--- src/rtl/mem_req_ctrl_if.sv ---
// Bus bundle for mem_req_ctrl: upstream request, downstream response and
// data SRAM port. The controller takes the slave view, the requester/SRAM side the master view.
interface mem_req_ctrl_if;
    logic        req_valid;
    logic        req_ready;
    logic        req_op;
    logic [2:0]  req_mode;
    logic        req_sign;
    logic [31:0] req_addr;
    logic [31:0] req_wdata;

    logic        data_sram_en;
    logic        data_sram_we;
    logic [2:0]  data_sram_mode;
    logic [1:0]  data_sram_cs;
    logic [31:0] data_sram_addr;
    logic [31:0] data_sram_wdata;
    logic [31:0] data_sram_rdata;

    logic        resp_valid;
    logic        resp_ready;
    logic [31:0] resp_rdata;
    logic        resp_err;

    modport slave (
        input  req_valid, req_op, req_mode, req_sign, req_addr, req_wdata,
        input  data_sram_rdata, resp_ready,
        output req_ready,
        output data_sram_en, data_sram_we, data_sram_mode, data_sram_cs,
        output data_sram_addr, data_sram_wdata,
        output resp_valid, resp_rdata, resp_err
    );

    modport master (
        output req_valid, req_op, req_mode, req_sign, req_addr, req_wdata,
        output data_sram_rdata, resp_ready,
        input  req_ready,
        input  data_sram_en, data_sram_we, data_sram_mode, data_sram_cs,
        input  data_sram_addr, data_sram_wdata,
        input  resp_valid, resp_rdata, resp_err
    );
endinterface

--- src/rtl/mem_req_ctrl.sv ---
// Single-outstanding memory request controller: validates and latches a
// load/store, strobes the data SRAM once, waits out the read latency and returns extended load data.
module mem_req_ctrl #(
    parameter int SRAM_LAT = 1
) (
    input  logic          clk,
    input  logic          resetn,
    mem_req_ctrl_if.slave bus
);
    localparam int CNT_W = 2;

    typedef enum logic [1:0] {
        IDLE  = 2'd0,
        ISSUE = 2'd1,
        WAIT  = 2'd2,
        RESP  = 2'd3
    } state_t;

    state_t      state_reg;
    state_t      state_next;

    logic [CNT_W-1:0] cnt_reg;
    logic             op_reg;
    logic [2:0]       mode_reg;
    logic             sign_reg;
    logic [31:0]      addr_reg;
    logic [31:0]      wdata_reg;
    logic [31:0]      rdata_reg;
    logic             err_reg;

    logic        accept;
    logic        mode_legal;
    logic        misaligned;
    logic        req_err;
    logic [7:0]  lane [4];
    logic [7:0]  byte_sel;
    logic [15:0] half_sel;
    logic [31:0] load_ext;

    logic        en_out;
    logic        we_out;
    logic        resp_valid_out;
    logic        req_ready_out;

    // ------------------------------------------------------------------
    // Request classification
    // ------------------------------------------------------------------
    assign accept     = (state_reg == IDLE) && bus.req_valid;
    assign mode_legal = (bus.req_mode == 3'b001) || (bus.req_mode == 3'b010) ||
                        (bus.req_mode == 3'b100);
    assign misaligned = ((bus.req_mode == 3'b010) && bus.req_addr[0]) ||
                        ((bus.req_mode == 3'b100) && (bus.req_addr[1:0] != 2'b00));
    assign req_err    = !mode_legal || misaligned;

    // ------------------------------------------------------------------
    // Load extraction from the raw SRAM word
    // ------------------------------------------------------------------
    genvar gi;
    generate
        for (gi = 0; gi < 4; gi++) begin : g_lane
            assign lane[gi] = bus.data_sram_rdata[8*gi +: 8];
        end
    endgenerate

    assign byte_sel = lane[addr_reg[1:0]];
    assign half_sel = addr_reg[1] ? bus.data_sram_rdata[31:16] : bus.data_sram_rdata[15:0];

    always_comb begin
        load_ext = bus.data_sram_rdata;
        case (mode_reg)
            3'b001:  load_ext = {{24{sign_reg & byte_sel[7]}}, byte_sel};
            3'b010:  load_ext = {{16{sign_reg & half_sel[15]}}, half_sel};
            default: load_ext = bus.data_sram_rdata;
        endcase
    end

    // ------------------------------------------------------------------
    // FSM: state register
    // ------------------------------------------------------------------
    always_ff @(posedge clk) begin
        if (!resetn) begin
            state_reg <= IDLE;
        end else begin
            state_reg <= state_next;
        end
    end

    // ------------------------------------------------------------------
    // FSM: next-state logic
    // ------------------------------------------------------------------
    always_comb begin
        state_next = state_reg;
        case (state_reg)
            IDLE: begin
                if (bus.req_valid) begin
                    state_next = req_err ? RESP : ISSUE;
                end
            end
            ISSUE: begin
                state_next = op_reg ? RESP : WAIT;
            end
            WAIT: begin
                // Last WAIT cycle is the one the counter reads as one.
                if (cnt_reg == CNT_W'(1)) begin
                    state_next = RESP;
                end
            end
            RESP: begin
                if (bus.resp_ready) begin
                    state_next = IDLE;
                end
            end
            default: state_next = IDLE;
        endcase
    end

    // ------------------------------------------------------------------
    // FSM: outputs
    // ------------------------------------------------------------------
    always_comb begin
        en_out         = 1'b0;
        we_out         = 1'b0;
        resp_valid_out = 1'b0;
        req_ready_out  = 1'b0;
        case (state_reg)
            IDLE:  req_ready_out  = resetn;
            ISSUE: begin
                en_out = 1'b1;
                we_out = op_reg;
            end
            RESP:  resp_valid_out = 1'b1;
            default: ;
        endcase
    end

    // ------------------------------------------------------------------
    // Request latches, latency counter and response data
    // ------------------------------------------------------------------
    always_ff @(posedge clk) begin
        if (!resetn) begin
            cnt_reg   <= '0;
            op_reg    <= 1'b0;
            mode_reg  <= 3'b000;
            sign_reg  <= 1'b0;
            addr_reg  <= '0;
            wdata_reg <= '0;
            rdata_reg <= '0;
            err_reg   <= 1'b0;
        end else begin
            if (accept) begin
                op_reg    <= bus.req_op;
                mode_reg  <= bus.req_mode;
                sign_reg  <= bus.req_sign;
                addr_reg  <= bus.req_addr;
                wdata_reg <= bus.req_wdata;
                err_reg   <= req_err;
                rdata_reg <= '0;
            end
            if ((state_reg == ISSUE) && !op_reg) begin
                cnt_reg <= CNT_W'(SRAM_LAT);
            end
            if (state_reg == WAIT) begin
                cnt_reg <= cnt_reg - CNT_W'(1);
                if (cnt_reg == CNT_W'(1)) begin
                    rdata_reg <= load_ext;
                end
            end
        end
    end

    assign bus.req_ready       = req_ready_out;
    assign bus.data_sram_en    = en_out;
    assign bus.data_sram_we    = we_out;
    assign bus.data_sram_mode  = mode_reg;
    assign bus.data_sram_cs    = addr_reg[1:0];
    assign bus.data_sram_addr  = {addr_reg[31:2], 2'b00};
    assign bus.data_sram_wdata = wdata_reg;
    assign bus.resp_valid      = resp_valid_out;
    assign bus.resp_rdata      = rdata_reg;
    assign bus.resp_err        = err_reg;

endmodule
--- src/flat_wrapper.sv ---
// flat-port wrapper written by rule: the top's interface ports become plain ports
module mem_req_ctrl_flat 
#(
    parameter int SRAM_LAT = 1
)
  (clk, resetn, bus_req_valid, bus_req_op, bus_req_mode, bus_req_sign, bus_req_addr, bus_req_wdata, bus_data_sram_rdata, bus_resp_ready, bus_req_ready, bus_data_sram_en, bus_data_sram_we, bus_data_sram_mode, bus_data_sram_cs, bus_data_sram_addr, bus_data_sram_wdata, bus_resp_valid, bus_resp_rdata, bus_resp_err);
  mem_req_ctrl_if bus_i ();
  input  logic clk;
  input  logic resetn;
  input wire logic [$bits(bus_i.req_valid)-1:0] bus_req_valid;
  input wire logic [$bits(bus_i.req_op)-1:0] bus_req_op;
  input wire logic [$bits(bus_i.req_mode)-1:0] bus_req_mode;
  input wire logic [$bits(bus_i.req_sign)-1:0] bus_req_sign;
  input wire logic [$bits(bus_i.req_addr)-1:0] bus_req_addr;
  input wire logic [$bits(bus_i.req_wdata)-1:0] bus_req_wdata;
  input wire logic [$bits(bus_i.data_sram_rdata)-1:0] bus_data_sram_rdata;
  input wire logic [$bits(bus_i.resp_ready)-1:0] bus_resp_ready;
  output wire logic [$bits(bus_i.req_ready)-1:0] bus_req_ready;
  output wire logic [$bits(bus_i.data_sram_en)-1:0] bus_data_sram_en;
  output wire logic [$bits(bus_i.data_sram_we)-1:0] bus_data_sram_we;
  output wire logic [$bits(bus_i.data_sram_mode)-1:0] bus_data_sram_mode;
  output wire logic [$bits(bus_i.data_sram_cs)-1:0] bus_data_sram_cs;
  output wire logic [$bits(bus_i.data_sram_addr)-1:0] bus_data_sram_addr;
  output wire logic [$bits(bus_i.data_sram_wdata)-1:0] bus_data_sram_wdata;
  output wire logic [$bits(bus_i.resp_valid)-1:0] bus_resp_valid;
  output wire logic [$bits(bus_i.resp_rdata)-1:0] bus_resp_rdata;
  output wire logic [$bits(bus_i.resp_err)-1:0] bus_resp_err;
  assign bus_i.req_valid = bus_req_valid;
  assign bus_i.req_op = bus_req_op;
  assign bus_i.req_mode = bus_req_mode;
  assign bus_i.req_sign = bus_req_sign;
  assign bus_i.req_addr = bus_req_addr;
  assign bus_i.req_wdata = bus_req_wdata;
  assign bus_i.data_sram_rdata = bus_data_sram_rdata;
  assign bus_i.resp_ready = bus_resp_ready;
  assign bus_req_ready = bus_i.req_ready;
  assign bus_data_sram_en = bus_i.data_sram_en;
  assign bus_data_sram_we = bus_i.data_sram_we;
  assign bus_data_sram_mode = bus_i.data_sram_mode;
  assign bus_data_sram_cs = bus_i.data_sram_cs;
  assign bus_data_sram_addr = bus_i.data_sram_addr;
  assign bus_data_sram_wdata = bus_i.data_sram_wdata;
  assign bus_resp_valid = bus_i.resp_valid;
  assign bus_resp_rdata = bus_i.resp_rdata;
  assign bus_resp_err = bus_i.resp_err;
  mem_req_ctrl #(.SRAM_LAT(SRAM_LAT)) u_core (.clk(clk), .resetn(resetn), .bus(bus_i));
endmodule
--- config.mk ---
export PLATFORM = sky130hd
export DESIGN_NAME = mem_req_ctrl_flat
export DESIGN_NICKNAME = d
export VERILOG_FILES = /design/src/rtl/mem_req_ctrl_if.sv /design/src/rtl/mem_req_ctrl.sv /design/src/flat_wrapper.sv
export SDC_FILE = /design/constraint.sdc
export NUM_CORES = 1
export LEC_CHECK = 0
export BUFFER_PORTS_ARGS = -buffer_cell sky130_fd_sc_hd__buf_2
export CORE_ASPECT_RATIO = 0.7
export CORE_MARGIN = 4
export CORE_UTILIZATION = 35
export DETAILED_ROUTE_END_ITERATION = 10
export SLEW_MARGIN = 20
export SYNTH_ARGS = -nofsm -noshare
export SYNTH_HDL_FRONTEND = slang
export SYNTH_SLANG_ARGS = --single-unit
export TNS_END_PERCENT = 10
--- constraint.sdc ---
create_clock -name clk -period 5.3 [get_ports clk]
set_input_delay 1.59 -clock clk [delete_from_list [all_inputs] [get_ports clk]]
set_output_delay 1.59 -clock clk [all_outputs]
set_load 0.005 [all_outputs]
# Word-level counts from Yosys, hierarchy flattened
# Index checks and enable logic that the tools add are counted.
# op_classes
addsub	1
magnitude_cmp	1
eq_ne	12
muxes	20
bitwise_logic	3
reduce_logical	14
# ops
op	n
$mux 32	3
$pmux 32 s2	1
$bmux 8 s2	1
$mux 16	1
$mux 8	2
$mux 2	6
$pmux 2 s4	1
$eq 3x1->1 const B	2
$eq 3x2->1 const B	2
$mux 1	5
$eq 2x1->1 const B	2
$eq 2x2->1 const B	2
$logic_and 1x1->1	4
$logic_or 1x1->1	4
$ne 2x2->1 const B	2
$reduce_bool 2->1	2
$eq 3x3->1 const B	1
$ge 3x3->1 const B	1
$not 2->3	1
$reduce_and 3->1	1
$and 1x1->1	2
$logic_not 1->1	2
$logic_not 2->1	1
$ne 2x1->1 const B	1
$sub 2x1->2 const B	1
# word_totals
ff_bits	106
input_bits	105
out_inout_bits	106

# Longest topological paths before layout
# depth
ltp_word	8
depth_mapped	8
mapped_depth_nobuf	6

# Least setup slack after synthesis
# Ideal clock, no wire load.
# synth_path
path_type	input -> output
from	input port resetn
to	output port bus_req_ready
arrival_ns	1.733
setup_slack_ns	1.977
path_stages	1
path_buffers	0
cell_sequence	and2_1
# synth_via
elab_chain_len	1
# synth_rtl
element	line_no	source
start: declaration	flat_wrapper.sv:9	input logic resetn;
$mux 1	mem_req_ctrl.sv:125	case (state_reg)
end: declaration	flat_wrapper.sv:18	output wire logic [$bits(bus_i.req_ready)-1:0] bus_req_ready;
# No other way between the ends.

# Worst setup path in the final report
# Ends and elaborated chain as after synthesis.

==> out/qor_table.md <==
| Metric | Value | Unit |
| --- | --- | --- |
| # port buffers | 208 | - |
| Final critical delay including setup and external delays | 3.62 | ns |
| Total clock buffers created by CTS | 9 | - |
| Slowest stage cell, crit path | and2_1 | - |
| Signal arrival time at the worst endpoint | 2.03 | ns |
| Worst setup slack before clock tree synthesis | 1.67 | ns |
| Highest net fanout along the worst path | 7 | - |
| Most frequent CP cell | buf_2 | - |
| Area Overhead vs Synth | 32.4 | % |
| Global-route congestion overflow total | 0 | - |
| Setup repair after global routing missed its margin | no | - |
| Critical path endpoint category | output pin | - |
| Antenna violations before repair | 0 | - |
| Cell-by-cell listing of the critical path | buf_2 > and2_1 > buf_2 | - |
| Worst Hold Class | flop to flop | - |
| Placement-stage cell area | 5370 | um^2 |
| LEAKAGE | 2.59 | nW |
| Slew of the pin with the lowest slew margin | 1.02 | ns |
| Largest net degree at the start of global routing | 71 | - |
| Switching power total | 0.791 | mW |
| Critical path launch point type | input port | - |
| Filler Cells Inserted | 1187 | - |
| Via density | 4.99 | - |
| Final wirelength | 13000 | um |
| Placer congestion estimate | 0.812 | - |
| Post-route DRC | 0 | - |
| Post-layout net count | 797 | - |
| Post-Synth Simple-Gate Area | 18.6 | % |
| First-pass GRT wire length | 20300 | um |
| Endpoint of the lowest-slack register-to-register path | u_core.bus.resp_rdata[10] | - |
| Reg-to-reg slack, setup | 2.72 | ns |
| Initial core utilization | 36.2 | % |
| Cell depth of the worst min-delay path | 2 | - |
| Die Outline Area | 14100 | um^2 |
| Maximum buffer depth of the clock tree | 2 | - |
| Combinational family with the most area after synthesis | compound AO/OA/AOI/OAI gates | - |
| Buffers inserted by post-CTS timing repair | 0 | - |
| Worst clock skew on the final layout | 0.00855 | ns |
| Root cell of the clock tree | clkbuf_16 | - |
| Final setup TNS | 0 | ns |
| End point of the worst hold path | u_core.bus.data_sram_wdata[26] | - |
| Synth cell types | 43 | - |
| Sequential element share of the synthesized area | 49.7 | % |
| Cell area after synthesis | 4270 | um^2 |
| Clock power frac | 26.9 | % |
| CP max stage delay | 0.16 | ns |
| Die Span Y | 100 | um |
| Kind of cell adding the most delay to the critical path | buffers and inverters | - |
| Synthesized-area fraction occupied by ao, oa, aoi and oai cells | 20.6 | % |
| Maximum level of the CTS H-tree | 3 | - |
| Site row count | 33 | - |
| Origin of the critical flop-to-flop path | u_core.addr_reg[1] | - |
| Die outline width | 140 | um |
| Synth Area in XOR/XNOR | 0.205 | % |
| Area of the multi-input gates | 1970 | um^2 |
| Post-Layout Inst Area | 5660 | um^2 |
| Total power per unit cell area | 412 | nW/um^2 |
| Power share of the combinational group | 30.1 | % |
| Max Cap Viol | 0 | - |
| DP HPWL | 9540 | um |
| Number of sinks driven by the clock tree | 106 | - |
| Total buffers and inverters traversed by the critical path | 2 | - |
| 1st-pass router iterations | 5 | - |
| Final-report max-slew violation count | 0 | - |
| Final Hold Violating Endpoints | 0 | - |
| Cell count of the worst reg-to-reg path | 3 | - |
| Status | finished clean | - |
| Max frequency | 0.276 | GHz |
| Number of hold-repair buffers added at the cts stage | 0 | - |
| Number of placed I/O pins | 211 | - |
| Overall via count from detail_route | 4232 | - |
| Adder and majority gate portion of the synthesized area | 1.76 | % |
| Max IR drop VDD | 0.189 | mV |
| Number of routed nets with antenna violations | 0 | - |
| Critical Setup Path Class | input port to output pin | - |
| Reg power frac | 43.0 | % |
| Multiplexer share of the synthesized area | 4.48 | % |
| Register area | 2120 | um^2 |
| PostCTS Resize Cnt | 0 | - |
| Clock transition time at the flip-flop clock pins of the worst setup and hold paths | 0.06 | ns |
| Yosys warnings | 0 | - |
| Slack of the critical path | 1.68 | ns |
| Required time at the endpoint of the critical path | 3.71 | ns |
| Clock latency reported for the late side of the worst-skew pair | 0.34 | ns |
| Drt initial violations | 251 | - |
| Tcrit/Tclk final | 68.3 | % |
| Cell count after synthesis | 502 | - |
| TritonCTS clock tree | done | - |
| Post-route core utilization | 47.9 | % |
| Synthesized area divided by synthesized cell count | 8.51 | um^2 |
| Final count of negative-setup-slack endpoints | 0 | - |
| Worst hold start | u_core.bus.data_sram_wdata[26] | - |
| Count of inserted antenna diode cells | 0 | - |
| Internal power component | 1.54 | mW |
| Core outline area | 11800 | um^2 |
| Relative slew slack | 31.9 | % |
| Total global-route track usage | 17.8 | % |
| Wire length per cell after detailed routing | 15.3 | um |
| Vias in the first global route | 3971 | - |
| Net switching share of the total power | 34.0 | % |
| Flip-flop and latch count after synthesis | 106 | - |
| Share of cells above drive strength 1 | 36.6 | % |
-- worst max path at each step --
| stage | from | endpoint | slack, ns | cells after the start |
|---|---|---|---|---|
| after floorplan | resetn | bus_req_ready | 1.98 | 1 |
| after global placement | resetn | bus_req_ready | 1.67 | 3 |
| after detailed placement | resetn | bus_req_ready | 1.67 | 3 |
| after CTS | resetn | bus_req_ready | 1.67 | 3 |
| after global routing | resetn | bus_req_ready | 1.66 | 3 |
| final | resetn | bus_req_ready | 1.68 | 3 |
-- worst min-delay path, cell delays in order (launching register included) --
cell,delay [ns]
dfxtp_1,0.30
nand2_1,0.05
a21oi_1,0.05
-- final cells by class --
type,instances,area share (%)
clock inverter,5,0.686
sequential,106,37.5
multi-input combinational,353,34.8
inverter,4,0.265
tap,157,3.47
timing repair buffer,212,18.9
clock buffer,11,4.29
-- layout by cell type, fill, tap and decap left out, types with 2 or more instances in the layout --
cell,n
nor3_1,2
inv_1,3
and2_1,5
buf_2,208
ha_1,6
a211oi_1,10
clkbuf_16,9
a32oi_1,2
mux2_2,15
a311oi_1,8
a21oi_1,87
dfxtp_1,106
a221oi_1,8
nand2_1,163
nor4_1,2
a221o_1,16
clkinv_4,2
buf_4,4
nor2b_1,4
conb_1,2
-- cells by family after synthesis --
| family | Yosys count |
|---|---|
| multiplexers | 16 |
| flip-flops | 106 |
| AND/OR/NAND/NOR | 190 |
| other | 1 |
| adder cells (fa/ha/maj) | 6 |
| XOR/XNOR | 1 |
| AO/OA/AOI/OAI | 138 |
| buffers and inverters | 44 |
-- metrics by stage --
step | power (mW) | hold WS [ns] | cells
finish | 2.33 | 0.450 | 848
global route | 2.50 | 0.471 | 848
CTS | 2.36 | 0.453 | 848
detailed placement | 1.72 | 0.443 | 832
global placement | 1.70 | 0.438 | 832
floorplan | 1.45 | 0.445 | 503
-- layer usage --
metal / wire, um / GRT usage [%]
met1: 5740 / 23.1
met2: 5930 / 28.3
met3: 1200 / 7.24
met4: 91 / 3.43
met5: 0 / 0
-- cell usage after synthesis (all sizes together) --
cell	count	area, um^2
nand2	164	616
dfxtp	106	2120
a21oi	88	444
clkbuf	25	93.8
a221o	16	160
buf	15	85.1
mux2	15	169
a211oi	10	75.1
a221oi	8	70.1
a311oi	8	70.1
and2	6	37.5
ha	6	75.1
inv	4	15.0
nor2b	4	25.0
nor3	3	20.0
a32oi	2	17.5
and3	2	17.5
nand2b	2	15.0
nor3b	2	20.0
nor4	2	12.5
a21o	1	7.51
a31oi	1	6.26
a32o	1	10.0
conb	1	3.75
mux4	1	22.5
nand3	1	5.00
nor2	1	3.75
nor4b	1	8.76
o21ai	1	5.00
o2bb2ai	1	8.76
o31ai	1	7.51
or2	1	6.26
or3b	1	8.76
xor2	1	8.76
-- power by group through the flow --
stage | logic [mW] | registers (mW) | clock network [mW]
after floorplan | 0.435 | 1.01 | 0
after global placement | 0.690 | 1.01 | 0
after detailed placement | 0.707 | 1.02 | 0
after CTS | 0.709 | 1.00 | 0.652
after global routing | 0.790 | 1.02 | 0.689
final | 0.702 | 1.00 | 0.626
No activity file was read; power rests on OpenSTA's default activity.
